File: src/rtl/nibble_serial_add_ctrl_if.sv
// nibble_serial_add_ctrl_if: requester handshake plus shared 4-bit adder hookup for the nibble-serial sequencer.
interface nibble_serial_add_ctrl_if #(
    parameter int NIBBLES = 4
);
    localparam int W = 4 * NIBBLES;
    logic         start;
    logic [W-1:0] op_a;
    logic [W-1:0] op_b;
    logic         cin;
    logic         sub;
    logic         busy;
    logic         done;
    logic [W-1:0] result;
    logic         cout;
    logic         overflow;
    logic [3:0]   add_a;
    logic [3:0]   add_b;
    logic         add_cin;
    logic [3:0]   add_sum;
    logic         add_cout;
    modport slave (
        input  start, op_a, op_b, cin, sub, add_sum, add_cout,
        output busy, done, result, cout, overflow, add_a, add_b, add_cin
    );
    modport master (
        output start, op_a, op_b, cin, sub, add_sum, add_cout,
        input  busy, done, result, cout, overflow, add_a, add_b, add_cin
    );
endinterface

File: src/rtl/nibble_serial_add_ctrl.sv
// nibble_serial_add_ctrl: wide add/subtract done one nibble per clock, LSB first, through an external 4-bit adder.
module nibble_serial_add_ctrl #(
    parameter int NIBBLES = 4
) (
    input logic clk,
    input logic rst,
    nibble_serial_add_ctrl_if.slave bus
);
    localparam int W  = 4 * NIBBLES;
    localparam int IW = $clog2(NIBBLES);
    localparam logic [IW-1:0] LAST = IW'(NIBBLES - 1);

    typedef enum logic [1:0] {IDLE, RUN, DONE} state_t;

    state_t        state_q, state_d;
    logic [W-1:0]  a_q, a_d, b_q, b_d, result_q, result_d;
    logic [IW-1:0] idx_q, idx_d;
    logic          carry_q, carry_d, cout_q, cout_d, ovf_q, ovf_d;

    always_ff @(posedge clk) begin
        if (rst) begin
            state_q  <= IDLE;
            a_q      <= '0;
            b_q      <= '0;
            result_q <= '0;
            idx_q    <= '0;
            carry_q  <= 1'b0;
            cout_q   <= 1'b0;
            ovf_q    <= 1'b0;
        end else begin
            state_q  <= state_d;
            a_q      <= a_d;
            b_q      <= b_d;
            result_q <= result_d;
            idx_q    <= idx_d;
            carry_q  <= carry_d;
            cout_q   <= cout_d;
            ovf_q    <= ovf_d;
        end
    end

    always_comb begin
        state_d  = state_q;
        a_d      = a_q;
        b_d      = b_q;
        result_d = result_q;
        idx_d    = idx_q;
        carry_d  = carry_q;
        cout_d   = cout_q;
        ovf_d    = ovf_q;
        case (state_q)
            IDLE: if (bus.start) begin
                state_d  = RUN;
                a_d      = bus.op_a;
                // subtraction is A + ~B + 1, so invert B once here and seed the carry
                b_d      = bus.sub ? ~bus.op_b : bus.op_b;
                carry_d  = bus.sub | bus.cin;
                idx_d    = '0;
                result_d = '0;
                cout_d   = 1'b0;
                ovf_d    = 1'b0;
            end
            RUN: begin
                result_d[4*idx_q +: 4] = bus.add_sum;
                carry_d = bus.add_cout;
                idx_d   = idx_q + IW'(1);
                if (idx_q == LAST) begin
                    state_d = DONE;
                    cout_d  = bus.add_cout;
                    ovf_d   = (a_q[W-1] == b_q[W-1]) && (bus.add_sum[3] != a_q[W-1]);
                end
            end
            default: state_d = IDLE;
        endcase
    end

    assign bus.busy     = state_q == RUN;
    assign bus.done     = state_q == DONE;
    assign bus.result   = result_q;
    assign bus.cout     = cout_q;
    assign bus.overflow = ovf_q;
    assign bus.add_a    = bus.busy ? a_q[4*idx_q +: 4] : 4'h0;
    assign bus.add_b    = bus.busy ? b_q[4*idx_q +: 4] : 4'h0;
    assign bus.add_cin  = bus.busy & carry_q;
endmodule

File: src/flat_wrapper.sv
// flat-port wrapper written by rule: the top's interface ports become plain ports
module nibble_serial_add_ctrl_flat 
#(
    parameter int NIBBLES = 4
)
  (clk, rst, bus_start, bus_op_a, bus_op_b, bus_cin, bus_sub, bus_add_sum, bus_add_cout, bus_busy, bus_done, bus_result, bus_cout, bus_overflow, bus_add_a, bus_add_b, bus_add_cin);
  nibble_serial_add_ctrl_if #(.NIBBLES(NIBBLES)) bus_i ();
  input logic clk;
  input logic rst;
  input wire logic [$bits(bus_i.start)-1:0] bus_start;
  input wire logic [$bits(bus_i.op_a)-1:0] bus_op_a;
  input wire logic [$bits(bus_i.op_b)-1:0] bus_op_b;
  input wire logic [$bits(bus_i.cin)-1:0] bus_cin;
  input wire logic [$bits(bus_i.sub)-1:0] bus_sub;
  input wire logic [$bits(bus_i.add_sum)-1:0] bus_add_sum;
  input wire logic [$bits(bus_i.add_cout)-1:0] bus_add_cout;
  output wire logic [$bits(bus_i.busy)-1:0] bus_busy;
  output wire logic [$bits(bus_i.done)-1:0] bus_done;
  output wire logic [$bits(bus_i.result)-1:0] bus_result;
  output wire logic [$bits(bus_i.cout)-1:0] bus_cout;
  output wire logic [$bits(bus_i.overflow)-1:0] bus_overflow;
  output wire logic [$bits(bus_i.add_a)-1:0] bus_add_a;
  output wire logic [$bits(bus_i.add_b)-1:0] bus_add_b;
  output wire logic [$bits(bus_i.add_cin)-1:0] bus_add_cin;
  assign bus_i.start = bus_start;
  assign bus_i.op_a = bus_op_a;
  assign bus_i.op_b = bus_op_b;
  assign bus_i.cin = bus_cin;
  assign bus_i.sub = bus_sub;
  assign bus_i.add_sum = bus_add_sum;
  assign bus_i.add_cout = bus_add_cout;
  assign bus_busy = bus_i.busy;
  assign bus_done = bus_i.done;
  assign bus_result = bus_i.result;
  assign bus_cout = bus_i.cout;
  assign bus_overflow = bus_i.overflow;
  assign bus_add_a = bus_i.add_a;
  assign bus_add_b = bus_i.add_b;
  assign bus_add_cin = bus_i.add_cin;
  nibble_serial_add_ctrl #(.NIBBLES(NIBBLES)) u_core (.clk(clk), .rst(rst), .bus(bus_i));
endmodule
File: config.mk
export PLATFORM = sky130hd
export DESIGN_NAME = nibble_serial_add_ctrl_flat
export DESIGN_NICKNAME = d
export VERILOG_FILES = /design/src/rtl/nibble_serial_add_ctrl_if.sv /design/src/rtl/nibble_serial_add_ctrl.sv /design/src/flat_wrapper.sv
export SDC_FILE = /design/constraint.sdc
export NUM_CORES = 1
export LEC_CHECK = 0
export BUFFER_PORTS_ARGS = -buffer_cell sky130_fd_sc_hd__buf_2
export CORE_ASPECT_RATIO = 0.6
export CORE_MARGIN = 4
export CORE_UTILIZATION = 45
export CTS_BUF_LIST = sky130_fd_sc_hd__clkbuf_8
export CTS_CLUSTER_SIZE = 28
export DETAILED_ROUTE_END_ITERATION = 12
export PLACE_DENSITY_LB_ADDON = 0.1
export REMOVE_ABC_BUFFERS = 1
export SETUP_SLACK_MARGIN = 0.2
export SYNTH_ARGS = -nofsm -noshare
export SYNTH_HDL_FRONTEND = slang
export SYNTH_SLANG_ARGS = --single-unit
File: constraint.sdc
create_clock -name clk -period 4.8 [get_ports clk]
set_clock_uncertainty 0.15 [all_clocks]
set_input_delay 0.72 -clock clk [delete_from_list [all_inputs] [get_ports clk]]
set_output_delay 0.72 -clock clk [all_outputs]
set_load 0.02 [all_outputs]
==> results.cfg <==
[outcome]
status = finished, final reports clean

[finish]
diodes = 0
layout_common_cells = buf_2, dfxtp_1, nand2_1
drive_gt1_share_pct = 31.21
area_growth_pct = 16.44
final_common_cell = buf_2
layout.nets = 360
multiInputGateArea_sq_um = 1301
layout.cells.non_filler = 380
fill_cells = 498
regArea_sq_um = 1101

[route]
wl_met2_um = 2375
wl_met3_um = 239
top_layer = met4
met1_length_um = 2944
dr.pass1.iters = 4
drtIter0Drc = 60
antenna_left = 0
wl_per_cell_um = 14.77
vias_per_cell = 5.145
finalWirelength_um = 5612
vias = 1955
drc = 0

[floorplanning]
initial_utilization_pct = 48.10
dieArea_sq_um = 6919
die_x_um = 104.8
dieHeight_um = 66.05
io_pins = 71
core.rowCount = 20
coreArea_sq_um = 5255

[global_routing]
grt_pass1_wl_um = 9094
antenna_found_initial = 0
grt_overflow = 0
grt_start_max_net_pins = 49
gr-usage-all-layers_pct = 16.53
grt_pass1_vias = 1850

[sta]
setup_viol = 0
finalHoldViolations = 0
worstMarginPinSlew_ps = 899.9
finalCritPeriodShare_pct = 61.23
slew_headroom_pct = 40.01
setup_ws_ps = 1861
rsz0062_at_grt = no
setup_tns_ps = 0
fmax_mhz = 340.3
period_minus_slack_ps = 2939
slew_viol_final = 0

[placed_design]
numPlacedInstances = 372
dp_slack_ps = 2149
gp_congestion = 0.7671
hpwl_um = 4000
port_buffers = 70

[setup_path]
max_stage_delay_ps = 840
critPathLaunchType = flop
path_class = flop to output pin
required_ps = 3930
cp-end-kind = output pin
cp_slowest_cell = dfxtp_1
worstPathCellList = mux4_2 > and2_1 > buf_2
path_buf_inv = 1
arrival_ps = 2070
worst-path-max-fanout = 14
cp_top_family = flip-flops

[synth]
yosysWarningCount = 0
netlist_area_sq_um = 2527
async_flop_share_pct = 0
synth_cell_types = 41
ys_seq_area_share_pct = 43.56
yosys_register_bits = 55
syn_avg_cell_area_sq_um = 9.990
synthFlopType = dfxtp_1
netlist_instances = 253
synth_edf_count = 0

[cts]
htreeDepth = 2
cts.sinks = 55
clockBufferDepth = 2
post_cts_buffers = 0
root_buffer = clkbuf_8
insertion_delay_ps = 300
cts.repair.resized = 0
cts_hold_buf = 0
cts_buffers = 5
cts_tree = yes
path_clk_slew_ps = 90

[power_and_ir_drop]
power.leakage_nw = 1.283
max-vdd-ir-drop_v = 0.0001227
finalPower_uw = 885.5
power_density_nw_per_um2 = 300.9

[worst_hold_path]
min_path_type = flop to flop

[run]
drv_cap = 0
worst register-to-register path: cells and delay by family, from the launching register on:
family	cells	cell delay (ps)
flops	1	840
simple gates	2	530
fa+ha+maj	1	480
buf+inv	1	300
compound gates	1	210
synthesized netlist by cell type (all sizes together) (2+ instances only):
| cell | count | area (sq um) |
|---|---|---|
| clkbuf | 4 | 18.77 |
| mux4 | 8 | 180.2 |
| buf | 14 | 97.59 |
| nand3b | 3 | 38.79 |
| xnor2 | 16 | 140.1 |
| a21oi | 22 | 117.6 |
| nor2 | 24 | 90.09 |
| a32o | 5 | 55.05 |
| dfxtp | 55 | 1101 |
| inv | 4 | 15.01 |
| a22o | 12 | 105.1 |
| a211oi | 16 | 120.1 |
| mux2 | 3 | 33.78 |
| ha | 5 | 62.56 |
| o21ai | 2 | 10.01 |
| nand2 | 36 | 135.1 |
| and2 | 9 | 56.30 |
flip-flops by register name, summed over array words and instances (netlist names):
| signal | flops |
|---|---|
| u_core.idx_q | 2 |
| u_core.bus.result | 16 |
| u_core.state_q | 2 |
| u_core.a_q | 16 |
| u_core.b_q | 16 |
| u_core.carry_q | 1 |
| u_core.bus.overflow | 1 |
| u_core.bus.cout | 1 |
layout make-up:
class,count,area share (%)
clock inverter,3,0.5527
timing repair buffer,71,12.16
sequential,55,37.42
clock buffer,5,2.338
multi-input combinational,176,44.22
tap,66,2.806
inverter,4,0.5102
through the flow:
| step | cell area [sq um] | utilization [%] | hold WS, ps |
|---|---|---|---|
| after floorplan | 2411 | - | 277.1 |
| after global placement | 2858 | 54.38 | 293.7 |
| after detailed placement | 2858 | 54.38 | 295.3 |
| after CTS | 2943 | 56.00 | 309.0 |
| after global routing | 2943 | 56.00 | 322.7 |
| final | 2943 | 56.00 | 307.0 |
path summary, 6_finish.rpt:
kind / from / endpoint / slack, ps / depth (start not counted)
max: u_core.idx_q[0]$_SDFFE_PP0P_ / bus_add_b[3] / 1860 / 3
max reg2reg: u_core.idx_q[0]$_SDFFE_PP0P_ / u_core.bus.result[4]$_SDFFE_PP0P_ / 2230 / 5
min reg2reg: u_core.a_q[14]$_SDFFE_PP0P_ / u_core.a_q[14]$_SDFFE_PP0P_ / 310 / 2
min: u_core.a_q[14]$_SDFFE_PP0P_ / u_core.a_q[14]$_SDFFE_PP0P_ / 310 / 2
power breakdown:
group / switching [mW] / total (mW) / internal, mW
combinational: 0.0730 / 0.136 / 0.0629
sequential: 0.0202 / 0.501 / 0.481
clock: 0.148 / 0.249 / 0.100
total: 0.242 / 0.885 / 0.644
cell families (layout without fill, tap and decap cells):
group | Yosys count | count (layout) | share of synthesized area (%)
flops | 55 | 55 | 43.56
buf+inv | 22 | 83 | 5.198
mux | 12 | 12 | 8.861
xor+xnor | 16 | 16 | 5.544
fa+ha+maj | 5 | 5 | 2.475
compound gates | 60 | 60 | 16.98
simple gates | 83 | 83 | 17.38
per-layer routing:
layer,up-vias,track usage [%]
met2,42,24.12
met3,5,4.585
met5,-,0
li1,1016,-
met1,892,23.83
met4,0,4.746
(Power assumes the default switching activity.)
